File: config.mk
export PLATFORM = sky130hd
export DESIGN_NAME = csr_bridge_flat
export DESIGN_NICKNAME = d
export VERILOG_FILES = /design/src/rtl/csr_bridge_if.sv /design/src/rtl/csr_bridge.sv /design/src/flat_wrapper.sv
export SDC_FILE = /design/constraint.sdc
export NUM_CORES = 1
export LEC_CHECK = 0
export CAP_MARGIN = 20
export CORE_MARGIN = 1.5
export CORE_UTILIZATION = 43
export CTS_BUF_LIST = sky130_fd_sc_hd__clkbuf_8
export CTS_CLUSTER_SIZE = 28
export DETAILED_ROUTE_END_ITERATION = 7
export MAX_ROUTING_LAYER = met4
export PLACE_DENSITY = 0.87
export SETUP_SLACK_MARGIN = 0.1
export SLEW_MARGIN = 5
export SYNTH_ARGS = -nofsm -noshare
export SYNTH_HDL_FRONTEND = slang
export SYNTH_SLANG_ARGS = --single-unit
File: constraint.sdc
create_clock -name sys_clk -period 3.4 [get_ports sys_clk]
set_clock_uncertainty 0.15 [all_clocks]
set_input_delay 0.85 -clock sys_clk [delete_from_list [all_inputs] [get_ports sys_clk]]
set_output_delay 0.85 -clock sys_clk [all_outputs]
set_load 0.05 [all_outputs]
File: src/rtl/csr_bridge_if.sv
// Wishbone slave port plus CSR initiator port of the bridge, bundled for module connection.
interface csr_bridge_if;
  logic [31:0] wb_adr_i;
  logic [31:0] wb_dat_i;
  logic [31:0] wb_dat_o;
  logic        wb_cyc_i;
  logic        wb_stb_i;
  logic        wb_we_i;
  logic        wb_ack_o;
  logic [14:0] csr_a;
  logic        csr_we;
  logic [31:0] csr_do;
  logic [31:0] csr_di;

  modport slave (
    input  wb_adr_i, wb_dat_i, wb_cyc_i, wb_stb_i, wb_we_i, csr_di,
    output wb_dat_o, wb_ack_o, csr_a, csr_we, csr_do
  );

  modport master (
    output wb_adr_i, wb_dat_i, wb_cyc_i, wb_stb_i, wb_we_i, csr_di,
    input  wb_dat_o, wb_ack_o, csr_a, csr_we, csr_do
  );
endinterface

File: src/rtl/csr_bridge.sv
// Wishbone-to-CSR bridge: one CSR write (ack after 2 cycles) or read (ack after 3+RD_WAIT).
// Single outstanding request; cyc dropping mid-read aborts without ack or capture.
module csr_bridge #(
  parameter int unsigned RD_WAIT = 0
) (
  input  logic         sys_clk,
  input  logic         sys_rst_n,
  csr_bridge_if.slave  bus
);

  typedef enum logic [2:0] {IDLE, WRITE, READ, RWAIT, ACK} state_t;

  localparam logic [2:0] WAIT_INIT = 3'(RD_WAIT);

  state_t     state;
  logic [2:0] wait_cnt;

  logic unused_adr_bits;
  assign unused_adr_bits = ^{bus.wb_adr_i[31:17], bus.wb_adr_i[1:0]};

  always_ff @(posedge sys_clk or negedge sys_rst_n) begin
    if (!sys_rst_n) begin
      state        <= IDLE;
      wait_cnt     <= 3'd0;
      bus.wb_ack_o <= 1'b0;
      bus.wb_dat_o <= 32'd0;
      bus.csr_a    <= 15'd0;
      bus.csr_we   <= 1'b0;
      bus.csr_do   <= 32'd0;
    end else begin
      case (state)
        IDLE: begin
          bus.wb_ack_o <= 1'b0;
          bus.csr_we   <= 1'b0;
          if (bus.wb_cyc_i && bus.wb_stb_i) begin
            bus.csr_a  <= bus.wb_adr_i[16:2];
            bus.csr_do <= bus.wb_dat_i;
            bus.csr_we <= bus.wb_we_i;
            state      <= bus.wb_we_i ? WRITE : READ;
          end
        end
        WRITE: begin
          // The CSR write is committed this cycle regardless; only the ack depends on cyc.
          bus.csr_we <= 1'b0;
          if (bus.wb_cyc_i) begin
            bus.wb_ack_o <= 1'b1;
            state        <= ACK;
          end else begin
            state <= IDLE;
          end
        end
        READ: begin
          if (!bus.wb_cyc_i) begin
            state <= IDLE;
          end else begin
            wait_cnt <= WAIT_INIT;
            state    <= RWAIT;
          end
        end
        RWAIT: begin
          // Entered even for RD_WAIT=0: the first RWAIT cycle is when peripheral data is valid.
          if (!bus.wb_cyc_i) begin
            state <= IDLE;
          end else if (wait_cnt == 3'd0) begin
            bus.wb_dat_o <= bus.csr_di;
            bus.wb_ack_o <= 1'b1;
            state        <= ACK;
          end else begin
            wait_cnt <= wait_cnt - 3'd1;
          end
        end
        ACK: begin
          bus.wb_ack_o <= 1'b0;
          state        <= IDLE;
        end
        default: begin
          state <= IDLE;
        end
      endcase
    end
  end

endmodule

File: src/flat_wrapper.sv
// flat-port wrapper written by rule: the top's interface ports become plain ports
module csr_bridge_flat 
#(
  parameter int unsigned RD_WAIT = 0
)
  (sys_clk, sys_rst_n, bus_wb_adr_i, bus_wb_dat_i, bus_wb_cyc_i, bus_wb_stb_i, bus_wb_we_i, bus_csr_di, bus_wb_dat_o, bus_wb_ack_o, bus_csr_a, bus_csr_we, bus_csr_do);
  csr_bridge_if bus_i ();
  input  logic sys_clk;
  input  logic sys_rst_n;
  input wire logic [$bits(bus_i.wb_adr_i)-1:0] bus_wb_adr_i;
  input wire logic [$bits(bus_i.wb_dat_i)-1:0] bus_wb_dat_i;
  input wire logic [$bits(bus_i.wb_cyc_i)-1:0] bus_wb_cyc_i;
  input wire logic [$bits(bus_i.wb_stb_i)-1:0] bus_wb_stb_i;
  input wire logic [$bits(bus_i.wb_we_i)-1:0] bus_wb_we_i;
  input wire logic [$bits(bus_i.csr_di)-1:0] bus_csr_di;
  output wire logic [$bits(bus_i.wb_dat_o)-1:0] bus_wb_dat_o;
  output wire logic [$bits(bus_i.wb_ack_o)-1:0] bus_wb_ack_o;
  output wire logic [$bits(bus_i.csr_a)-1:0] bus_csr_a;
  output wire logic [$bits(bus_i.csr_we)-1:0] bus_csr_we;
  output wire logic [$bits(bus_i.csr_do)-1:0] bus_csr_do;
  assign bus_i.wb_adr_i = bus_wb_adr_i;
  assign bus_i.wb_dat_i = bus_wb_dat_i;
  assign bus_i.wb_cyc_i = bus_wb_cyc_i;
  assign bus_i.wb_stb_i = bus_wb_stb_i;
  assign bus_i.wb_we_i = bus_wb_we_i;
  assign bus_i.csr_di = bus_csr_di;
  assign bus_wb_dat_o = bus_i.wb_dat_o;
  assign bus_wb_ack_o = bus_i.wb_ack_o;
  assign bus_csr_a = bus_i.csr_a;
  assign bus_csr_we = bus_i.csr_we;
  assign bus_csr_do = bus_i.csr_do;
  csr_bridge #(.RD_WAIT(RD_WAIT)) u_core (.sys_clk(sys_clk), .sys_rst_n(sys_rst_n), .bus(bus_i));
endmodule
== Yosys cells after proc, flatten, opt, wreduce, memory -nomap -nowiden ==
Index checks and enable logic that the tools add are counted.
Word-level totals
  logic and storage cells: 48
  output and inout bits: 81
  register bits: 87
Cells by class
  $add $sub $neg: 1
  reductions and logical operators: 12
  eq/ne operators: 11
  mux-type cells: 17
Operator list (count)
  two-way mux 3 bit: 7
  one-hot mux 3 bit (4 select lines): 1
  inequality test 2 bit (second input constant): 4
  AND reduction 4 bit: 2
  equality test 3 x 2 -> 1 bit (second input constant): 2
  zero test 3 bit: 2
  one-hot mux 3 bit (2 select lines): 1
  two-way mux 1 bit: 4
  two-way mux 2 bit: 2
  inequality test 2 x 1 -> 1 bit (second input constant): 2
  AND reduction 2 bit: 2
  nonzero test 2 bit: 2
  equality test 3 x 1 -> 1 bit (second input constant): 1
  equality test 3 bit (second input constant): 1
  inequality test 3 x 2 -> 1 bit (second input constant): 1
  one-hot mux 1 bit (3 select lines): 1
  AND reduction 3 bit: 1
  nonzero test 3 bit: 1
  subtractor 3 x 1 -> 3 bit (second input constant): 1
  one-hot mux 1 bit (2 select lines): 1
  OR reduction 2 bit: 1
  logical AND 1 bit: 1

== Logic depth before layout (Yosys ltp) ==
Gate-level depths: netlist (run 1).
  word-level depth: 4
  gate-level depth with buffers: 6

== Worst setup path before layout (run 1) ==
OpenSTA, ideal clock, no wires.
  path type: input to register
  start: input port bus_wb_cyc_i
  end: register u_core.bus.wb_dat_o[11]
  setup slack: 1436 ps
  buffers on the path: 1
  stages on the path: 4
  arrival time: 1690 ps
  required time: 3125 ps
  cells stage by stage: nand3b_1 > nor2_4 > clkbuf_8 > mux2_2
On the way
  word-level cells in the longest chain between the ends: 1
Ends and longest elaborated chain
  start: declaration: RTL line flat_wrapper.sv:12  | input wire logic [$bits(bus_i.wb_cyc_i)-1:0] bus_wb_cyc_i;
  AND reduction 3 bit (no source line)
  end signal: assignment: RTL line csr_bridge.sv:65  | bus.wb_dat_o <= bus.csr_di;
  end: declaration: RTL line csr_bridge_if.sv:17  | output wb_dat_o, wb_ack_o, csr_a, csr_we, csr_do
No other way between the ends.
A chain may end at the register's enable or synchronous reset.

== Worst setup path in the final report (run 1) ==
  start: input port bus_wb_cyc_i
  end: register u_core.bus.csr_a[3]
On the way
  word-level cells in the longest chain between the ends: 2
Ends and longest elaborated chain
  logical AND 1 bit: RTL line csr_bridge.sv:35  | if (bus.wb_cyc_i && bus.wb_stb_i) begin
  AND reduction 2 bit (no source line)
  end signal: assignment: RTL line csr_bridge.sv:36  | bus.csr_a <= bus.wb_adr_i[16:2];
  end: declaration: RTL line csr_bridge_if.sv:17
No other way between the ends.

==> reports/metrics.yaml, run 1 <==
synthesis:
  synth_top_area_share_pct: 64.0
  synthArstFlopShare_pct: 100
  yosysWarnings: 0
  yosysSeqAreaShare_pct: 64.0
  synth_area_leaders: "dfrtp_1 64%, mux2_2 25%, buf_6 1.7%"
  synth_area_um2: 3400
  synth_cells: 210
  synth-seq-cells: 87
  syn-num-nets: 313
  synth_edf_count: 0
  synth_area_leader_cell: "dfrtp_1"
  postSynthAreaPerCell_um2: 16.2
  synth_ff_type: "dfrtp_1"
  synth.distinct_cells: 30
drt:
  drtPass1Iterations: 6
  vias_per_cell: 4.76
  wl_per_cell_um: 14.8
  wl_mm: 7.21
  drt_iter0_drc: 79
  drtAntennaViolNets: 0
  drc_errors: 0
  vias: 2313
clocking:
  clockBufferDepth: 2
  postCtsSetupBuffers: 0
  clkTransAtPathRegs_ps: 90
  clkSinkCount: 87
  ctsHtreeMaxLevel: 3
  cts.repair.resized: 0
  clk_latency_ps: 340
  numCtsBuffers: 9
  cts_tree: "built"
  cts_hold_buf: 0
  cts-root-buf: "clkbuf_8"
critical_path:
  start_kind: "input port"
  cp.required_ps: 3470
  worst-path-max-fanout: 31
  worst_ep_arrival_time_ps: 2640
  reg2reg_from: "u_core.wait_cnt[0]"
  end_kind: "flop"
  reg2reg_setup_slack_ps: 1370
  path_class: "input port to flop"
  critPathCapture: "u_core.bus.csr_a[3]"
  worstReg2RegEnd: "u_core.bus.wb_dat_o[23]"
  crit_start: "bus_wb_cyc_i"
  ff2ff_path_depth: 6
sta:
  fmax_ghz: 0.390
  rsz0062_at_grt: "no"
  hold_viol_final: 0
  fin_crit_ps: 2570
  finalSetupViolCount: 0
  tightest_slew_ps: 532
  drv_slew: 0
  fin_tns_setup_ps: 0
  max_slew_margin_pct: 64.4
  timing.final.ws_setup_ps: 834
  min_period_over_period_pct: 75.5
grt:
  grt_pass1_wl_mm: 11.4
  grt_overflow: 0
  grt_pass1_vias: 2430
  antenna_found_initial: 0
  grt_start_max_net_pins: 88
  grt.total_usage_pct: 17.8
floorplanning:
  start_util_pct: 44.3
  rows: 32
  io_pins: 182
  dieWidth_um: 92.0
  core_area_um2: 7690
  die_y_um: 92.0
  dieArea_um2: 8460
finish:
  fill_cells: 561
  drive_gt1_share_pct: 27.3
  syn2layout_area_growth_pct: 56.9
  nNetsFinal: 482
  final_cell_mix: "163 x clkdlybuf4s50_1, 87 x dfrtp_1, 77 x mux2_2"
  insertedDiodeCount: 0
  layout_commonest_cell: "clkdlybuf4s50_1"
min_path:
  hp-class: "input port to asynchronous set/reset pin"
placement:
  dp_slack_ps: 471
  gp_congestion: 0.668
  port_buffers: 164
  place_hpwl_mm: 5.25
power_and_ir_drop:
  power.density_nw_per_um2: 997
  max-vdd-ir-drop_mv: 0.529
  leakage_nw: 2.29
run_status:
  outcome: "complete, no violations"
job:
  max_cap_violations: 0
## Yosys cell counts, drive strengths merged (2+ instances only)
cell	instances
buf	7
nor2	2
o21ai	3
inv	4
mux2	79
nand3b	2
ha	2
dfrtp	87
clkbuf	2
a21oi	5
nand3	2
nor2b	2
nand2b	2
## routing by layer
layer  up-vias  share of wire [%]  GRT usage [%]
met4         0                1.3           6.03
met2       100                 52           30.4
met3        10                6.6           3.98
met5         -                  0              -
li1       1078                  -              -
met1      1125                 40           20.7
## through the flow
| stage | cell area, um^2 | cells | hold slack, ps | total power [W] | utilization, % |
|---|---|---|---|---|---|
| 3_3_place_gp | 5100 | 469 | 309 | 0.00456 | 66.4 |
| 4_1_cts | 5310 | 485 | 332 | 0.00537 | 69.1 |
| 6_report | 5340 | 486 | 321 | 0.00532 | 69.4 |
| 3_5_place_dp | 5100 | 469 | 319 | 0.00463 | 66.4 |
| 5_1_grt | 5340 | 486 | 361 | 0.00555 | 69.4 |
| 2_1_floorplan | 3400 | 210 | 286 | 0.00358 | - |
## critical path, cell delays in order
cell	delay, ps
clkdlybuf4s50_1	500
nor2b_4	190
nand3_2	420
buf_12	350
mux2_4	310
## area by class of cell
type | instances | area, um^2 | area share (%)
clock buffers | 11 | 151 | 2.84
clock inverters | 5 | 56.3 | 1.05
inverters | 4 | 15.0 | 0.281
multi-input cells | 110 | 1120 | 20.9
flip-flops and latches | 87 | 2180 | 40.8
well taps | 102 | 128 | 2.39
repair buffers | 167 | 1690 | 31.7
## where the power goes
group	leakage (nW)	switching [W]	internal, W	total [W]
clock network	0.105	0.000350	0.000379	0.000728
logic	1.10	0.00184	0.00110	0.00293
registers	1.08	0.000209	0.00145	0.00166
## cell families (layout without fill, tap and decap cells)
group / Yosys count / count (layout) / synth area share [%]
adder cells (fa/ha/maj): 2 / 2 / 0.735
AO/OA/AOI/OAI: 14 / 14 / 2.65
flip-flops: 87 / 87 / 64.0
buffers and inverters: 13 / 187 / 3.20
multiplexers: 79 / 79 / 26.2
AND/OR/NAND/NOR: 15 / 15 / 3.20
## worst min path at each step
| stage | slack [ps] | cells after the start | start | end |
|---|---|---|---|---|
| 4_1_cts | 330 | 1 | u_core.wait_cnt[0] | u_core.wait_cnt[0] |
| 3_3_place_gp | 310 | 1 | u_core.wait_cnt[0] | u_core.wait_cnt[0] |
| 6_report | 320 | 1 | sys_rst_n | u_core.bus.csr_a[2] |
| 2_1_floorplan | 290 | 1 | u_core.wait_cnt[0] | u_core.wait_cnt[0] |
| 5_1_grt | 360 | 1 | sys_rst_n | u_core.bus.csr_a[2] |
| 3_5_place_dp | 320 | 1 | u_core.wait_cnt[0] | u_core.wait_cnt[0] |
## registers in the layout (all words and copies together), names as in the netlist
name	count
u_core.bus.csr_we	1
u_core.bus.csr_do	32
u_core.bus.wb_dat_o	32
u_core.bus.csr_a	15
u_core.state	3
u_core.bus.wb_ack_o	1
u_core.wait_cnt	3
Note: power is estimated with default switching activity, not from simulation.
==> inputs of run 2 (changes only) <==
- CORE_UTILIZATION: 43 -> 36
- PLACE_DENSITY: 0.87 -> 0.78
- clock period: 3.4 -> 2.2 ns (I/O delays scaled with it)
==> run 2 against run 1 <==
Effect of this change: critical path depth fell by 4; worst setup slack got worse by 580 ps; register-to-register slack got worse by 990 ps; count of clock-buffer cells in the layout fell by 1; via count rose by 2.3%; die area rose by 19%; sequential share of layout area rose by 0.86 points; clock power rose by 37%; first-iteration DRC count rose by 5.1%; global-route usage fell by 2.3 points; power rose by 44%; critical path type is now flop to output port; critical endpoint is now bus_wb_dat_o[25]; highest routed layer unchanged.
==> reports/metrics.yaml, run 2 (synthesis results as in run 1) <==
sta:
  finalSetupViolCount: 0
  rsz0062_at_grt: "no"
  min_period_over_period_pct: 88.4
  timing.final.ws_setup_ps: 255
  fin_tns_setup_ps: 0
  max_slew_margin_pct: 65.9
  fin_crit_ps: 1940
  fmax_ghz: 0.514
  tightest_slew_ps: 513
  drv_slew: 0
  hold_viol_final: 0
critical_path:
  path_class: "flop to output port"
  cp_cell_sequence: "dlygate4sd2_1"
  worst-path-max-fanout: 2
  slowest_stage: "dlygate4sd2_1"
  ff2ff_path_depth: 6
  start_kind: "flop"
  cp_slowest_stage_delay_ps: 540
  end_kind: "output port"
  path_delay_family: "buffers and inverters"
  worst_ep_arrival_time_ps: 1240
  path_buf_inv: 1
  cp.required_ps: 1500
  crit_cells: 1
drt:
  drt_iter0_drc: 83
  vias_per_cell: 4.74
  drtPass1Iterations: 4
  wl_per_cell_um: 14.7
  routed.top_layer: "met4"
  drtAntennaViolNets: 0
  met1_length_mm: 3.12
  wl_met2_mm: 3.54
  vias: 2366
  wl_mm: 7.33
  drc_errors: 0
  met3_length_um: 606
floorplanning:
  rows: 35
  start_util_pct: 37.0
  die_y_um: 100
  io_pins: 182
  core_area_um2: 9200
  dieWidth_um: 100
  dieArea_um2: 10000
power_and_ir_drop:
  leakage_nw: 2.46
  p_seq_share_pct: 33.2
  clockPowerShare_pct: 13.0
  cellInternalPower_w: 0.00398
  p_comb_share_pct: 53.8
  power.density_nw_per_um2: 1470
  max-vdd-ir-drop_mv: 0.674
  p_sw_w: 0.00370
  p_sw_share_pct: 48.2
clocking:
  postCtsSetupBuffers: 0
  cts_tree: "built"
  clk_latency_ps: 340
  clkSinkCount: 87
  clkTransAtPathRegs_ps: 90
  ctsHtreeMaxLevel: 3
  clockBufferDepth: 2
  numCtsBuffers: 9
  cts-root-buf: "clkbuf_8"
finish:
  drive_gt1_share_pct: 32.5
  layout_commonest_cell: "dfrtp_1"
  syn2layout_area_growth_pct: 53.6
  fill_cells: 793
  final_cell_mix: "87 x dfrtp_1, 82 x clkdlybuf4s50_1, 77 x mux2_2"
  insertedDiodeCount: 0
  nNetsFinal: 486
  reg.largest.list: "u_core.bus.csr_do (32), u_core.bus.wb_dat_o (32), u_core.bus.csr_a (15)"
grt:
  antenna_found_initial: 0
  grt.total_usage_pct: 15.5
  grt_pass1_wl_mm: 11.8
  grt_start_max_net_pins: 88
  grt_pass1_vias: 2558
  grt_overflow: 0
run_status:
  outcome: "complete, no violations"
placement:
  place_hpwl_mm: 5.36
  gp_congestion: 0.752
  dp_slack_ps: -50.6
  port_buffers: 164
job:
  max_cap_violations: 0
min_path:
  hp-class: "input port to asynchronous set/reset pin"
run 2: cell count changes in the layout (fill, tap and decap cells not counted), sizes merged:
cell	delta
clkdlybuf4s50	-81
clkinv	-2
clkbuf	-1
clkinvlp	+2
buf	+23
bufinv	-1
inv	+2
dlygate4sd2	+62
run 2: per-stage QoR:
step                      cell area, um^2  utilization, %  hold WS, ps  std cells  power [W]
after floorplan                      3400               -          104        210    0.00553
after global placement               5130            55.8          309        483    0.00704
after detailed placement             5130            55.8          313        483    0.00713
after CTS                            5230            56.9         90.0        499    0.00778
after global routing                 5230            56.9          111        499    0.00806
final                                5230            56.9         65.0        499    0.00769
run 2: routing by layer:
metal | global-route usage [%] | vias up
met4 | 5.63 | 0
met3 | 4.87 | 8
li1 | - | 1083
met5 | - | -
met1 | 17.9 | 1166
met2 | 25.5 | 109
run 2: power groups by stage:
stage / combinational [W] / clock, W / sequential (W)
after global routing: 0.00431 / 0.00111 / 0.00265
after global placement: 0.00447 / 0 / 0.00257
after CTS: 0.00418 / 0.00103 / 0.00257
final: 0.00413 / 0.00100 / 0.00255
after detailed placement: 0.00452 / 0 / 0.00262
after floorplan: 0.000746 / 0 / 0.00479
run 2: timing repair:
item | 4_1_cts | 5_1_grt
hold endpoints to repair | 0 | 0
gates resized for setup | 62 | 0
hold buffers | 0 | 0
setup endpoints to repair | 62 | 0
run 2: area by class of cell:
| class | instances | area [um^2] | share of cell area, % |
|---|---|---|---|
| clock buffers | 10 | 138 | 2.63 |
| clock inverters | 6 | 38.8 | 0.742 |
| inverters | 4 | 15.0 | 0.287 |
| multi-input cells | 110 | 1120 | 21.4 |
| flip-flops and latches | 87 | 2180 | 41.6 |
| well taps | 111 | 139 | 2.66 |
| repair buffers | 171 | 1600 | 30.7 |
run 2: worst reg2reg max path, cell delays in order, from the launching register on:
cell      delay [ps]
dfrtp_1          380
inv_1            100
ha_1             200
nand3b_1         170
nor2_4           160
buf_4            200
mux2_2           340
run 2: path summary, 6_finish.rpt:
path,start,end,slack [ps]
worst max-delay path,u_core.bus.wb_dat_o[25],bus_wb_dat_o[25],260
max in group asynchronous,sys_rst_n,u_core.bus.csr_do[21],1450
worst max register to register,u_core.wait_cnt[0],u_core.bus.wb_dat_o[3],380
min in group sys_clk,u_core.wait_cnt[0],u_core.wait_cnt[0],320
worst min-delay path,sys_rst_n,u_core.bus.wb_dat_o[7],70
worst min register to register,u_core.wait_cnt[0],u_core.wait_cnt[0],320
==> inputs of run 3 (changes only) <==
- CAP_MARGIN: 20 -> not set
- CORE_UTILIZATION: 36 -> 40
- PLACE_DENSITY: 0.78 -> 0.82
- REMOVE_ABC_BUFFERS: not set -> 1
- clock period: 2.2 -> 2 ns (I/O delays scaled with it)
==> run 3 against run 2 <==
Effect of this change: sequential power grew 11%; wire length grew 9.2%; register-to-register slack lost 260 ps; non-clock buffer count grew 11; combinational power grew 17%; worst setup slack lost 130 ps; power grew 18%; largest power group unchanged.
==> reports/metrics.yaml, run 3 (synthesis results as in run 1) <==
run_status:
  outcome: "complete, no violations"
drt:
  drtAntennaViolNets: 0
  drtPass1Iterations: 4
  drc_errors: 0
  vias_per_cell: 4.76
  vias: 2399
  wl_per_cell_um: 15.9
  drt_iter0_drc: 51
  wl_mm: 8.00
job:
  max_cap_violations: 0
placement:
  dp_slack_ps: -178
  gp_congestion: 0.722
  port_buffers: 164
  place_area_um2: 5010
  place_hpwl_mm: 5.92
  dp.cells: 481
sta:
  fin_tns_setup_ps: 0
  hold_viol_final: 0
  tightest_slew_ps: 440
  timing.final.ws_setup_ps: 122
  fmax_ghz: 0.533
  max_slew_margin_pct: 70.7
  finalSetupViolCount: 0
  fin_crit_ps: 1880
  min_period_over_period_pct: 93.9
  drv_slew: 0
  holdWs_ps: 353
  rsz0062_at_grt: "no"
critical_path:
  worst-path-max-fanout: 6
  cp_slowest_stage_delay_ps: 390
  worst_ep_arrival_time_ps: 1950
  path_delay_family: "buffers and inverters"
  cp.required_ps: 2080
  end_kind: "flop"
  path_buf_inv: 3
  start_kind: "flop"
  path_class: "flop to flop"
  cp_cell_sequence: "inv_1, ha_4, nand3b_1, nor2_4, buf_12, clkbuf_16, mux2_2"
  slowest_stage: "dfrtp_1"
finish:
  syn2layout_area_growth_pct: 58.2
  finalInstanceArea_um2: 5380
  final_cell_mix: "90 x buf_4, 87 x dfrtp_1, 82 x clkdlybuf4s50_1"
  drive_gt1_share_pct: 50.1
  seq_area_um2: 2180
  layout_commonest_cell: "buf_4"
  reg.largest.list: "u_core.bus.csr_do (32), u_core.bus.wb_dat_o (32), u_core.bus.csr_a (15)"
  multiInputGateArea_um2: 1130
  fin_cells: 504
  insertedDiodeCount: 0
  fill_cells: 647
  nNetsFinal: 497
power_and_ir_drop:
  max-vdd-ir-drop_mv: 1.10
  power.density_nw_per_um2: 1690
  leakage_nw: 2.50
clocking:
  cts-root-buf: "clkbuf_8"
  clkTransAtPathRegs_ps: 90
  numCtsBuffers: 9
  clk_latency_ps: 330
  cts_tree: "built"
  clkSinkCount: 87
  clockBufferDepth: 2
  ctsHtreeMaxLevel: 3
grt:
  grt_start_max_net_pins: 44
  grt_pass1_wl_mm: 12.1
  antenna_found_initial: 0
  grt.total_usage_pct: 18.2
  grt_pass1_vias: 2593
  grt_overflow: 0
floorplanning:
  rows: 33
  die_y_um: 95.2
  io_pins: 182
  dieWidth_um: 95.2
  dieArea_um2: 9070
  start_util_pct: 41.4
  core_area_um2: 8220
min_path:
  hp-class: "flop to flop"
==> run 3: changes by cell type in the layout (fill, tap and decap cells not counted), moves of 2 or more <==
cell	previous run	this run
buf_12	3	5
clkinvlp_4	3	1
buf_4	24	90
clkbuf_16	0	3
bufinv_16	0	3
dlygate4sd2_1	62	0
==> run 3: path summary, 6_finish.rpt <==
check                                         from  slack, ps                      end  depth (start not counted)
worst max-delay path            u_core.wait_cnt[1]        120   u_core.bus.wb_dat_o[8]                          7
worst max register to register  u_core.wait_cnt[1]        120   u_core.bus.wb_dat_o[8]                          7
worst min register to register  u_core.wait_cnt[0]        350       u_core.wait_cnt[0]                          1
max in group asynchronous                sys_rst_n        630    u_core.bus.csr_do[19]                          3
worst min-delay path            u_core.wait_cnt[0]        350       u_core.wait_cnt[0]                          1
min in group asynchronous                sys_rst_n        500  u_core.bus.wb_dat_o[28]                          2
==> run 3: area by class of cell <==
class	instances	share of cell area (%)
repair buffers	182	31.4
clock inverters	7	2.11
clock buffers	9	2.30
well taps	105	2.44
multi-input cells	110	21.0
inverters	4	0.279
flip-flops and latches	87	40.4
==> run 3: power by group <==
group / switching, W / internal [W]
sequential: 0.000378 / 0.00247
clock: 0.000610 / 0.000824
combinational: 0.00315 / 0.00167
==> run 3: what timing repair did <==
item	in CTS	in global routing
resized for setup	0	3
endpoints found under the hold margin	31	0
buffers inserted	0	2
hold buffers	1	0
endpoints found under the setup margin	0	24
==> run 3: worst register-to-register path: stages, from the launching register on <==
cell	delay [ps]
dfrtp_1	390
inv_1	120
ha_4	150
nand3b_1	160
nor2_4	180
buf_12	150
clkbuf_16	150
mux2_2	330
==> run 3: layer usage <==
layer  vias up  share of wire, %  global-route usage (%)
met5         -                 0                       -
met4         0               1.0                    5.60
met1      1205                40                    21.2
met3         6               5.0                    4.94
li1       1108                 -                       -
met2        80                54                    30.6
==> run 3: through the flow <==
| stage | utilization, % | total power, W |
|---|---|---|
| floorplan | - | 0.00606 |
| global placement | 61.0 | 0.00758 |
| detailed placement | 61.0 | 0.00769 |
| CTS | 64.0 | 0.00914 |
| global route | 65.5 | 0.00951 |
| finish | 65.5 | 0.00909 |
